`src/rtl/uart_cmd_pkg.sv`:
```
// Shared types and constants for the UART command decoder.
// Optional build macro honoured by the decoder: UART_CMD_CHECKSUM_EN.
package uart_cmd_pkg;

  // Decoder states. S_CHK exists in the encoding in every build but is only
  // reachable when the checksum byte is part of the frame.
  typedef enum logic [2:0] {
    S_IDLE = 3'd0,
    S_OP   = 3'd1,
    S_ADDR = 3'd2,
    S_DATA = 3'd3,
    S_CHK  = 3'd4,
    S_HOLD = 3'd5
  } state_t;

  localparam logic [7:0] OP_WRITE          = 8'h57;
  localparam logic [7:0] OP_READ           = 8'h52;
  localparam logic [7:0] SYNC_BYTE_DEFAULT = 8'hA5;

  // True for the two opcodes the decoder understands.
  function automatic logic is_valid_op(input logic [7:0] b);
    return (b == OP_WRITE) || (b == OP_READ);
  endfunction

  // Expected CHK byte. The OP byte is not stored; it is rebuilt from the
  // latched write flag because only two opcodes can reach this point.
  function automatic logic [7:0] frame_chk(input logic       wr,
                                           input logic [7:0] addr,
                                           input logic [7:0] data);
    return (wr ? OP_WRITE : OP_READ) ^ addr ^ data;
  endfunction

endpackage

```
`src/rtl/uart_cmd_timeout.sv`:
```
// Inter-byte timeout: loadable down-counter. Reload wins over everything;
// while not running the counter sits at zero. Expiry is reported in the
// TIMEOUT_CYCLES-th running cycle after the last reload.
module uart_cmd_timeout #(
  parameter int unsigned TIMEOUT_CYCLES = 208320
) (
  input  logic clk,
  input  logic rst,
  input  logic reload,
  input  logic run,
  output logic expired
);

  localparam int unsigned     CW   = $clog2(TIMEOUT_CYCLES + 1);
  localparam logic [CW-1:0]   LOAD = CW'(TIMEOUT_CYCLES);
  localparam logic [CW-1:0]   ONE  = CW'(1);

  logic [CW-1:0] cnt_q, cnt_d;

  // Next count: reload on a byte, clear when idle, otherwise count down.
  always_comb begin
    cnt_d = cnt_q;
    if (reload) begin
      cnt_d = LOAD;
    end else if (!run) begin
      cnt_d = '0;
    end else if (cnt_q != '0) begin
      cnt_d = cnt_q - ONE;
    end
  end

  // Counter register.
  always_ff @(posedge clk) begin
    if (rst) cnt_q <= '0;
    else     cnt_q <= cnt_d;
  end

  assign expired = run && !reload && (cnt_q <= ONE);

endmodule

```
`src/rtl/uart_cmd_decoder.sv`:
```
// UART byte-stream command decoder: hunts SYNC, assembles OP/ADDR/DATA[/CHK],
// presents one register command on a valid/ready port and reports framing,
// checksum, timeout and overrun errors as registered one-cycle pulses.
// Build macro: UART_CMD_CHECKSUM_EN adds the CHK byte (5-byte frames);
// without it frames are 4 bytes and err_checksum is constant 0.
//
// Handshake: cmd_valid is high exactly while in HOLD; the command fields do
// not change while cmd_valid is high; a transfer happens on any cycle with
// cmd_valid && cmd_ready, and cmd_valid drops on the following cycle.
module uart_cmd_decoder
  import uart_cmd_pkg::*;
#(
  parameter int unsigned CLK_FREQ      = 50000000,
  parameter int unsigned BAUD_RATE     = 9600,
  parameter int unsigned TIMEOUT_BYTES = 4,
  parameter logic [7:0]  SYNC_BYTE     = SYNC_BYTE_DEFAULT
) (
  input  logic       clk,
  input  logic       rst,
  input  logic [7:0] in_data,
  input  logic       in_valid,
  output logic       cmd_valid,
  input  logic       cmd_ready,
  output logic       cmd_write,
  output logic [7:0] cmd_addr,
  output logic [7:0] cmd_wdata,
  output logic       err_opcode,
  output logic       err_checksum,
  output logic       err_timeout,
  output logic       err_overrun
);

  // One byte time is 10 bit times (start + 8 data + stop).
  localparam int unsigned TIMEOUT_CYCLES = TIMEOUT_BYTES * 10 * (CLK_FREQ / BAUD_RATE);

  state_t     state_q, state_d;
  logic       cmd_write_q, cmd_write_d;
  logic [7:0] cmd_addr_q, cmd_addr_d;
  logic [7:0] cmd_wdata_q, cmd_wdata_d;
  logic       err_opcode_q, err_opcode_d;
  logic       err_timeout_q, err_timeout_d;
  logic       err_overrun_q, err_overrun_d;
`ifdef UART_CMD_CHECKSUM_EN
  logic       err_checksum_q, err_checksum_d;
`endif

  logic to_run, to_expired;

  // The timeout only matters while a frame is partially assembled.
  assign to_run = (state_q == S_OP) || (state_q == S_ADDR) ||
                  (state_q == S_DATA) || (state_q == S_CHK);

  uart_cmd_timeout #(
    .TIMEOUT_CYCLES(TIMEOUT_CYCLES)
  ) u_timeout (
    .clk    (clk),
    .rst    (rst),
    .reload (in_valid),
    .run    (to_run),
    .expired(to_expired)
  );

  // Next-state, field capture and error-pulse decode.
  always_comb begin
    state_d       = state_q;
    cmd_write_d   = cmd_write_q;
    cmd_addr_d    = cmd_addr_q;
    cmd_wdata_d   = cmd_wdata_q;
    err_opcode_d  = 1'b0;
    err_timeout_d = 1'b0;
    err_overrun_d = 1'b0;
`ifdef UART_CMD_CHECKSUM_EN
    err_checksum_d = 1'b0;
`endif
    case (state_q)
      S_IDLE: begin
        if (in_valid && (in_data == SYNC_BYTE)) state_d = S_OP;
      end
      S_OP: begin
        if (in_valid) begin
          if (is_valid_op(in_data)) begin
            cmd_write_d = (in_data == OP_WRITE);
            state_d     = S_ADDR;
          end else begin
            err_opcode_d = 1'b1;
            state_d      = S_IDLE;
          end
        end else if (to_expired) begin
          err_timeout_d = 1'b1;
          state_d       = S_IDLE;
        end
      end
      S_ADDR: begin
        if (in_valid) begin
          cmd_addr_d = in_data;
          state_d    = S_DATA;
        end else if (to_expired) begin
          err_timeout_d = 1'b1;
          state_d       = S_IDLE;
        end
      end
      S_DATA: begin
        if (in_valid) begin
          cmd_wdata_d = in_data;
`ifdef UART_CMD_CHECKSUM_EN
          state_d     = S_CHK;
`else
          state_d     = S_HOLD;
`endif
        end else if (to_expired) begin
          err_timeout_d = 1'b1;
          state_d       = S_IDLE;
        end
      end
`ifdef UART_CMD_CHECKSUM_EN
      S_CHK: begin
        if (in_valid) begin
          if (in_data == frame_chk(cmd_write_q, cmd_addr_q, cmd_wdata_q)) begin
            state_d = S_HOLD;
          end else begin
            err_checksum_d = 1'b1;
            state_d        = S_IDLE;
          end
        end else if (to_expired) begin
          err_timeout_d = 1'b1;
          state_d       = S_IDLE;
        end
      end
`endif
      S_HOLD: begin
        // A byte arriving on the transfer cycle is judged by IDLE rules.
        if (cmd_ready) begin
          if (in_valid && (in_data == SYNC_BYTE)) state_d = S_OP;
          else                                    state_d = S_IDLE;
        end else if (in_valid) begin
          err_overrun_d = 1'b1;
        end
      end
      default: state_d = S_IDLE;
    endcase
  end

  // State, field and error-pulse registers.
  always_ff @(posedge clk) begin
    if (rst) begin
      state_q       <= S_IDLE;
      cmd_write_q   <= 1'b0;
      cmd_addr_q    <= 8'h00;
      cmd_wdata_q   <= 8'h00;
      err_opcode_q  <= 1'b0;
      err_timeout_q <= 1'b0;
      err_overrun_q <= 1'b0;
    end else begin
      state_q       <= state_d;
      cmd_write_q   <= cmd_write_d;
      cmd_addr_q    <= cmd_addr_d;
      cmd_wdata_q   <= cmd_wdata_d;
      err_opcode_q  <= err_opcode_d;
      err_timeout_q <= err_timeout_d;
      err_overrun_q <= err_overrun_d;
    end
  end

`ifdef UART_CMD_CHECKSUM_EN
  // Checksum error pulse register.
  always_ff @(posedge clk) begin
    if (rst) err_checksum_q <= 1'b0;
    else     err_checksum_q <= err_checksum_d;
  end
  assign err_checksum = err_checksum_q;
`else
  assign err_checksum = 1'b0;
`endif

  assign cmd_valid   = (state_q == S_HOLD);
  assign cmd_write   = cmd_write_q;
  assign cmd_addr    = cmd_addr_q;
  assign cmd_wdata   = cmd_wdata_q;
  assign err_opcode  = err_opcode_q;
  assign err_timeout = err_timeout_q;
  assign err_overrun = err_overrun_q;

endmodule

```
`config.mk`:
```
export PLATFORM = sky130hd
export DESIGN_NAME = uart_cmd_decoder
export DESIGN_NICKNAME = d
export VERILOG_FILES = /design/src/rtl/uart_cmd_pkg.sv /design/src/rtl/uart_cmd_timeout.sv /design/src/rtl/uart_cmd_decoder.sv
export SDC_FILE = /design/constraint.sdc
export NUM_CORES = 1
export LEC_CHECK = 0
export ABC_AREA = 1
export CAP_MARGIN = 20
export CORE_MARGIN = 2
export CORE_UTILIZATION = 48
export CTS_BUF_LIST = sky130_fd_sc_hd__clkbuf_8
export CTS_CLUSTER_DIAMETER = 30
export CTS_CLUSTER_SIZE = 28
export DETAILED_ROUTE_END_ITERATION = 8
export PLACE_DENSITY = 0.76
export REMOVE_ABC_BUFFERS = 1
export SETUP_SLACK_MARGIN = 0.05
export SLEW_MARGIN = 0
export SYNTH_ARGS = -nofsm -noshare
export SYNTH_HDL_FRONTEND = slang
export SYNTH_SLANG_ARGS = --single-unit
export TNS_END_PERCENT = 30
```
`constraint.sdc`:
```
create_clock -name clk -period 1.45 [get_ports clk]
set_clock_uncertainty 0.05 [all_clocks]
set_input_delay 0.29 -clock clk [delete_from_list [all_inputs] [get_ports clk]]
set_output_delay 0.29 -clock clk [all_outputs]
set_load 0.005 [all_outputs]
```
==> results.toml, run 1 <==
[clock_network]
path_clk_slew_ns = 0.07
cts_hold_buffers = 0
clkSinkCount = 41
cts_tree = "yes"
cts_buffers = 5
cts-root-buf = "clkbuf_8"
htree_levels = 2
clkLatencyLatePin_ns = 0.30
clockBufferDepth = 2

[timing]
finalMaxSlewViolations = 0
hold_viol = 0
period_share_pct = 105
clock.fmax_mhz = 655
finalSetupViolations = 18
period_minus_slack_ns = 1.53
rsz0062_at_grt = "true"
finalSetupTns_ns = -0.785
fin_ws_ns = -0.0769

[critical_path]
cp_slowest_cell = "dfxtp_2"
path_class = "reg2reg"
arrival_ns = 1.66
critPathCaptureType = "register"
crit_top_cell = "buf_4"
required_ns = 1.59
crit_path_max_incr_delay_ns = 0.33
crit_chain = "inv_2, ha_4, nor3b_4, buf_4, nand4_1, buf_4, nand2_2, nor2_1"
cp_top_family = "simple AND/OR/NAND/NOR gates"
critPathMaxFanout = 3
path_depth = 8
start_kind = "register"
rr_worst_depth = 8
crit_buf_inv = 3

[power_and_ir_drop]
p_per_area_mw_per_mm2 = 766
p_leak_nw = 1.46
ir_drop_mv = 0.623
clkPwrFrac_pct = 38.5
p_switching_uw = 582
p_comb_share_pct = 13.2
p_total_mw = 2.38
p_int_mw = 1.80
power.share.sequential_pct = 48.3
switching_share_pct = 24.4

[floorplanning]
die_y_microns = 68.5
die-width_microns = 68.5
dieArea_sq_mm = 0.00469
core_area_sq_mm = 0.00400
io_pins = 34
row_count = 23
start_util_pct = 49.9

[synth]
ys_seq_area_share_pct = 41.1
synth_seq_cells = 41
ys_types = 32
netlist_area_sq_mm = 0.00200
synth_warnings = 0
synth.avg_cell_area_sq_um = 7.31
syn-instance-count = 273

[drt]
drc = 0
vias = 2103
vias_per_cell = 5.04
wire_per_inst_microns = 13.1
routed_wl_microns = 5480
drt-initial-drc-count = 91
ant_nets = 0
dr.pass1.iters = 4

[placed_design]
place_hpwl_microns = 3610
gp_congestion = 0.843
dp_cells = 396
io_buffers = 32

[final_layout]
antennaDiodeCount = 0
post-route-util_pct = 77.7
final_common_cell = "buf_4"
final_layout_size_suffix_gt1_share_pct = 38.7
syn_to_final_growth_pct = 55.8
layout_common_cells = "buf_4, nor2_1, nand2_1, dfxtp_1, inv_1"
layout.cells.non_filler = 417
final_nets = 381

[grt]
grt_max_degree = 17
grt_first_pass_wirelength_microns = 8450
grt_use_total_pct = 24.3
antenna_found_initial = 0
grt_overflow_total = 0
grt_pass1_vias = 2042

[run]
cap_violations = 0

[min_path]
min_path_cells = 2
hp-class = "reg2reg"

[status]
status = "finished with violations"
violations = "setup timing"
metal layers:
metal / track usage [%] / vias to the layer above / wire length (microns)
li1: - / 1068 / -
met1: 27.2 / 952 / 2270
met2: 41.5 / 66 / 2800
met4: 12.5 / 0 / 137
met3: 7.24 / 17 / 264
met5: 0 / - / 0
power groups by stage:
stage,sequential [mW],clock (mW),combinational (mW)
final,1.15,0.916,0.315
after global routing,1.15,0.986,0.343
after CTS,1.15,0.937,0.281
after detailed placement,1.17,0,0.257
after global placement,1.17,0,0.253
after floorplan,1.17,0,0.132
cell type report:
cell class                      count  area [sq um]
Tap cell                           50          62.6
Timing Repair Buffer               93           766
Clock buffer                        5          68.8
Clock inverter                      3          42.5
Sequential cell                    41           836
Multi-Input combinational cell    194          1220
Inverter                           31           118
Fill cell                         291           891
worst register-to-register path: stages (launching register included):
cell     delay, ns
dfxtp_2       0.33
inv_2         0.08
ha_4          0.13
nor3b_4       0.21
buf_4         0.14
nand4_1       0.19
buf_4         0.22
nand2_2       0.05
nor2_1        0.04
kinds of logic (layout without fill, tap and decap cells):
family          after synthesis  in the layout  synth area share (%)
buf+inv                      38            132                  7.96
other cells                   1              1                 0.188
xor+xnor                     13             13                  5.71
fa+ha+maj                     3              3                  1.88
flops                        41             41                  41.1
compound gates               46             46                  11.9
simple gates                131            131                  31.2
cell usage after synthesis:
| library cell | number | area, sq um |
|---|---|---|
| inv_1 | 28 | 105 |
| nand2_2 | 4 | 25.0 |
| nor3b_2 | 1 | 12.5 |
| a31oi_1 | 2 | 12.5 |
| nand2_1 | 39 | 146 |
| nand3_1 | 11 | 55.1 |
| nand4_4 | 1 | 21.3 |
| nor2_1 | 47 | 176 |
| nor3b_4 | 1 | 18.8 |
| nor2_4 | 1 | 11.3 |
| o21ai_1 | 4 | 20.0 |
| and3_1 | 1 | 6.26 |
| dfxtp_1 | 41 | 821 |
| clkinv_1 | 1 | 3.75 |
| buf_2 | 4 | 20.0 |
| or2_2 | 2 | 12.5 |
| conb_1 | 1 | 3.75 |
| a21oi_1 | 20 | 100 |
| inv_2 | 2 | 7.51 |
| xor2_1 | 7 | 61.3 |
| xnor2_1 | 6 | 52.6 |
| buf_4 | 1 | 7.51 |
| clkbuf_1 | 1 | 3.75 |
| buf_6 | 1 | 11.3 |
| o21ai_0 | 18 | 90.1 |
| nor3_1 | 7 | 35.0 |
| nand4_1 | 6 | 37.5 |
| nor2_2 | 7 | 43.8 |
| ha_1 | 3 | 37.5 |
| a211oi_1 | 2 | 15.0 |
| and2_1 | 1 | 6.26 |
| nor3b_1 | 2 | 15.0 |
through the flow:
step | area, sq um | hold slack, ns | setup slack [ns]
6_report | 3110 | 0.393 | -0.0769
5_1_grt | 3110 | 0.410 | -0.182
4_1_cts | 2970 | 0.394 | -0.0470
3_5_place_dp | 2700 | 0.384 | -0.369
3_3_place_gp | 2700 | 0.381 | -0.297
2_1_floorplan | 1950 | 0.309 | -0.0688
path summary, 6_finish.rpt:
path                            slack (ns)                            start                              end
worst max-delay path                 -0.08  u_timeout.cnt_q[1]$_SDFFE_PP0N_  u_timeout.cnt_q[3]$_SDFFE_PP0N_
worst min-delay path                  0.39        cmd_wdata[4]$_SDFFE_PP0P_        cmd_wdata[4]$_SDFFE_PP0P_
worst max register to register       -0.08  u_timeout.cnt_q[1]$_SDFFE_PP0N_  u_timeout.cnt_q[3]$_SDFFE_PP0N_
worst min register to register        0.39        cmd_wdata[4]$_SDFFE_PP0P_        cmd_wdata[4]$_SDFFE_PP0P_
what timing repair did:
action / 4_1_cts / 5_1_grt
endpoints found under the setup margin: 40 / 40
pin swaps: 25 / 16
buffers inserted: 7 / 7
resized for setup: 70 / 29
sequential cells by signal (all words and copies together), names as in the netlist:
name and flops:
u_timeout.cnt_q 18, cmd_addr 8, err_opcode 1, err_overrun 1, state_q 3, cmd_wdata 8, err_timeout 1, cmd_write 1
Power figures use the tool's default switching activity.
==> run 2: changes to the inputs <==
--- a/config.mk
+++ b/config.mk
@@ -8,12 +8,11 @@
 export ABC_AREA = 1
 export CAP_MARGIN = 20
 export CORE_MARGIN = 2
-export CORE_UTILIZATION = 48
-export CTS_BUF_LIST = sky130_fd_sc_hd__clkbuf_8
+export CORE_UTILIZATION = 47
 export CTS_CLUSTER_DIAMETER = 30
-export CTS_CLUSTER_SIZE = 28
+export CTS_CLUSTER_SIZE = 16
 export DETAILED_ROUTE_END_ITERATION = 8
-export PLACE_DENSITY = 0.76
+export PLACE_DENSITY = 0.75
 export REMOVE_ABC_BUFFERS = 1
 export SETUP_SLACK_MARGIN = 0.05
 export SLEW_MARGIN = 0
==> run 2 against run 1 <==
Against the previous run:
- the run still ends with setup timing left
- global-route usage is 3.4 points lower
- sequential power hardly changed
- combinational power is 12% lower
- via count is 5.4% lower
- hold slack worse by 0.00084 ns
- clock-buffer cell count is 2 higher
- sequential cell count stayed put
- fmax is 0.66% higher
- core utilization is 5.3 points lower
- routed wire length is 13% lower
- critical endpoint is now u_timeout.cnt_q[10]$_SDFFE_PP0P_
==> results.toml, run 2 (synthesis gave the netlist of run 1 again) <==
[status]
status = "finished with violations"
violations = "setup timing"

[clock_network]
htree_levels = 2
clockBufferDepth = 2
cts-root-buf = "clkbuf_8"
path_clk_slew_ns = 0.08
cts_tree = "yes"
cts_hold_buffers = 0
clkLatencyLatePin_ns = 0.29
clkSinkCount = 41
cts_buffers = 5

[timing]
period_minus_slack_ns = 1.52
period_share_pct = 105
fin_ws_ns = -0.0669
hold_viol = 0
clock.fmax_mhz = 659
finalMaxSlewViolations = 0
holdWs_ns = 0.392
rsz0062_at_grt = "true"
finalSetupViolations = 14
finalSetupTns_ns = -0.589

[drt]
dr.pass1.iters = 4
routed_wl_microns = 4750
vias = 1989
drt-initial-drc-count = 87
vias_per_cell = 4.89
ant_nets = 0
wire_per_inst_microns = 11.7
drc = 0

[grt]
grt_overflow_total = 0
grt_pass1_vias = 1936
antenna_found_initial = 0
grt_use_total_pct = 20.9
grt_first_pass_wirelength_microns = 8390
grt_max_degree = 18

[floorplanning]
die_y_microns = 69.2
start_util_pct = 49.2
core_area_sq_mm = 0.00406
die-width_microns = 69.2
io_pins = 34
dieArea_sq_mm = 0.00478
row_count = 23

[placed_design]
gp_congestion = 0.842
io_buffers = 32
dpl-instance-area_sq_mm = 0.00272
place_hpwl_microns = 3540

[critical_path]
critPathCaptureType = "register"
arrival_ns = 1.65
start_kind = "register"
path_class = "reg2reg"
critPathMaxFanout = 3
required_ns = 1.58

[final_layout]
syn_to_final_growth_pct = 47.2
layout_common_cells = "buf_4, nand2_1, nor2_1, dfxtp_1, inv_1"
final_layout_size_suffix_gt1_share_pct = 29.7
largest_register_ffs = 18
num-fill-cells = 325
antennaDiodeCount = 0
top_register = "u_timeout.cnt_q"
final_nets = 371
final_common_cell = "buf_4"
final_cell_area_sq_mm = 0.00294

[power_and_ir_drop]
ir_drop_mv = 0.651
p_per_area_mw_per_mm2 = 761
p_leak_nw = 1.40

[run]
cap_violations = 0

[min_path]
hp-class = "reg2reg"
-- run 2: per-stage QoR --
stage	setup slack, ns	power (mW)	utilization [%]	std cells
finish	-0.0669	2.23	72.4	407
global route	-0.186	2.34	72.4	407
CTS	-0.0569	2.25	71.5	407
detailed placement	-0.333	1.44	66.9	397
global placement	-0.287	1.43	66.9	397
floorplan	-0.0688	1.31	-	266
-- run 2: path summary, 6_finish.rpt --
path                                                      start  slack [ns]                               end  depth (start not counted)
worst min register to register        cmd_wdata[0]$_SDFFE_PP0P_        0.39         cmd_wdata[0]$_SDFFE_PP0P_                          2
worst min-delay path                  cmd_wdata[0]$_SDFFE_PP0P_        0.39         cmd_wdata[0]$_SDFFE_PP0P_                          2
worst max register to register  u_timeout.cnt_q[0]$_SDFFE_PP0N_       -0.07  u_timeout.cnt_q[10]$_SDFFE_PP0P_                          8
worst max-delay path            u_timeout.cnt_q[0]$_SDFFE_PP0N_       -0.07  u_timeout.cnt_q[10]$_SDFFE_PP0P_                          8
-- run 2: power by group --
part	leakage (nW)	internal [mW]	switching, mW	total, mW
Clock	0.0542	0.430	0.377	0.807
Sequential	0.338	1.14	0.0115	1.15
Combinational	1.01	0.138	0.140	0.278
-- run 2: routing by layer --
metal | vias up | part of all wire (%) | wire length (microns) | global-route usage (%)
met3 | 9 | 3.6 | 170 | 4.09
met4 | 0 | 1.5 | 71 | 6.10
li1 | 1041 | - | - | -
met1 | 899 | 46 | 2200 | 26.3
met5 | - | 0 | 0 | 0
met2 | 40 | 49 | 2300 | 36.3
-- run 2: layout make-up --
| cell class | count | area [sq um] | share of cell area [%] |
|---|---|---|---|
| Clock buffer | 7 | 96.3 | 3.28 |
| Sequential cell | 41 | 833 | 28.4 |
| Timing Repair Buffer | 83 | 708 | 24.1 |
| Multi-Input combinational cell | 194 | 1120 | 38.0 |
| Inverter | 31 | 116 | 3.96 |
| Clock inverter | 1 | 5.00 | 0.170 |
| Tap cell | 50 | 62.6 | 2.13 |
-- run 2: timing repair --
item	CTS	global route
buffers inserted	3	0
gates resized for setup	51	10
pin swaps	15	8
setup endpoints to repair	40	39
gates cloned	0	0
-- run 2: critical path: stages (launching register included) --
cell	delay [ns]
dfxtp_2	0.33
inv_2	0.06
ha_1	0.15
nor3b_4	0.22
nand4_1	0.24
nand2_2	0.16
nor2_1	0.06
nor2_1	0.09
nor2_1	0.04
==> run 3: changes to the inputs <==
--- a/config.mk
+++ b/config.mk
@@ -7,12 +7,11 @@
 export LEC_CHECK = 0
 export ABC_AREA = 1
 export CAP_MARGIN = 20
-export CORE_MARGIN = 2
 export CORE_UTILIZATION = 47
-export CTS_CLUSTER_DIAMETER = 30
+export CTS_CLUSTER_DIAMETER = 150
 export CTS_CLUSTER_SIZE = 16
 export DETAILED_ROUTE_END_ITERATION = 8
-export PLACE_DENSITY = 0.75
+export PLACE_DENSITY = 0.74
 export REMOVE_ABC_BUFFERS = 1
 export SETUP_SLACK_MARGIN = 0.05
 export SLEW_MARGIN = 0
==> run 3 against run 2 <==
Against the previous run:
- the run still ends with setup timing left
- power increased by 8.1%
- sequential cell count unchanged
- combinational power increased by 10%
- cell count increased by 0.74%
- core utilization increased by 2.4 points
- final area increased by 2.6%
- first-iteration DRC count increased by 23%
- setup slack got worse by 0.062 ns
- sequential power about the same
- clock-buffer cell count unchanged
- critical path type unchanged
==> results.toml, run 3 (synthesis gave the netlist of run 1 again) <==
[status]
status = "finished with violations"
violations = "setup timing"

[final_layout]
final_common_cell = "buf_4"
multi_input_area_sq_mm = 0.00117
post-route-util_pct = 74.8
final_layout_size_suffix_gt1_share_pct = 32.8
num-fill-cells = 298
antennaDiodeCount = 0
regArea_sq_um = 831
final_nets = 374
largest_register_ffs = 18
layout_common_cells = "buf_4, nor2_1, nand2_1, dfxtp_1, inv_1"
top_register = "u_timeout.cnt_q"
syn_to_final_growth_pct = 51.1

[grt]
antenna_found_initial = 0
grt_overflow_total = 0
grt_pass1_vias = 1887
grt_first_pass_wirelength_microns = 8160
grt_use_total_pct = 24.1
grt_max_degree = 18

[timing]
clock.fmax_mhz = 633
hold_viol = 0
holdWs_ns = 0.399
fin_ws_ns = -0.129
finalMaxSlewViolations = 0
period_share_pct = 109
period_minus_slack_ns = 1.58
rsz0062_at_grt = "true"
finalSetupViolations = 15

[floorplanning]
row_count = 23
die-width_microns = 67.2
core_area_sq_mm = 0.00403
die_y_microns = 67.2
io_pins = 34
start_util_pct = 49.5
dieArea_sq_mm = 0.00451

[clock_network]
clkLatencyLatePin_ns = 0.29
clkSinkCount = 41
cts-root-buf = "clkbuf_8"
cts_tree = "yes"
htree_levels = 2
clockBufferDepth = 2
cts_buffers = 5
path_clk_slew_ns = 0.08

[critical_path]
crit_chain = "inv_2, ha_4, nor3b_4, buf_6, nand4_1, buf_4, nor2_1, a211oi_1"
cp_slowest_cell = "dfxtp_2"
crit_path_max_incr_delay_ns = 0.33
required_ns = 1.57
critPathCaptureType = "register"
start_kind = "register"
path_class = "reg2reg"
critPathMaxFanout = 3
arrival_ns = 1.70

[drt]
drc = 0
vias_per_cell = 4.96
dr.pass1.iters = 4
wire_per_inst_microns = 12.6
routed_wl_microns = 5160
drt-initial-drc-count = 107
ant_nets = 0
vias = 2033

[power_and_ir_drop]
p_total_mw = 2.42
p_per_area_mw_per_mm2 = 801
ir_drop_mv = 0.623
p_leak_nw = 1.42

[placed_design]
place_hpwl_microns = 3630
io_buffers = 32
gp_congestion = 0.822

[run]
cap_violations = 0

[min_path]
hp-class = "reg2reg"
run 3: changes by cell type in the layout (fill, tap and decap cells not counted), sizes merged:
cell / delta
buf: +3
clkdlybuf4s50: -1
clkdlybuf4s15: +1
bufinv: +1
clkinv: -1
run 3: repair_timing:
| item | CTS | global route |
|---|---|---|
| gates resized for setup | 49 | 28 |
| pin swaps | 13 | 10 |
| hold buffers | 0 | 0 |
| setup endpoints to repair | 42 | 39 |
| setup buffers | 3 | 2 |
run 3: area by class of cell:
class | instances | share of cell area, %
Clock inverter | 1 | 0.996
Sequential cell | 41 | 27.6
Multi-Input combinational cell | 194 | 38.8
Timing Repair Buffer | 86 | 23.9
Clock buffer | 7 | 2.86
Tap cell | 50 | 2.07
Inverter | 31 | 3.86
run 3: power breakdown:
part / switching (mW) / internal (mW)
Combinational: 0.157 / 0.150
Clock: 0.399 / 0.562
Sequential: 0.0113 / 1.14
Total: 0.567 / 1.85
run 3: path summary, 6_finish.rpt:
path | from | end | slack [ns] | cells past startpoint
max | u_timeout.cnt_q[1]$_SDFFE_PP0N_ | u_timeout.cnt_q[1]$_SDFFE_PP0N_ | -0.13 | 8
min | cmd_wdata[5]$_SDFFE_PP0P_ | cmd_wdata[5]$_SDFFE_PP0P_ | 0.40 | 2
max reg2reg | u_timeout.cnt_q[1]$_SDFFE_PP0N_ | u_timeout.cnt_q[1]$_SDFFE_PP0N_ | -0.13 | 8
min reg2reg | cmd_wdata[5]$_SDFFE_PP0P_ | cmd_wdata[5]$_SDFFE_PP0P_ | 0.40 | 2
run 3: routing by layer:
metal  up-vias  global-route usage (%)  share of wire (%)
met1       938                    29.6                 45
li1       1048                       -                  -
met2        36                    40.8                 49
met3        11                    6.08                3.7
met4         0                    8.24                2.1
met5         -                       0                  0
run 3: through the flow:
step                      std cells  setup TNS [ns]  setup slack (ns)  instance area [sq um]
after floorplan                 266          -0.353           -0.0688                   1950
after global routing            410           -2.52            -0.216                   3020
after global placement          397           -5.06            -0.288                   2700
after detailed placement        397           -6.81            -0.351                   2700
final                           410           -1.37            -0.129                   3020
after CTS                       408           -1.06            -0.111                   2900
run 3: worst max-delay path, delay by kind of cell (launching register included):
kind	cells	cell delay [ns]
DFF	1	0.33
and+or+nand+nor	3	0.49
adders and majority gates	1	0.13
buffers and inverters	3	0.42
AOI/OAI and AO/OA	1	0.05
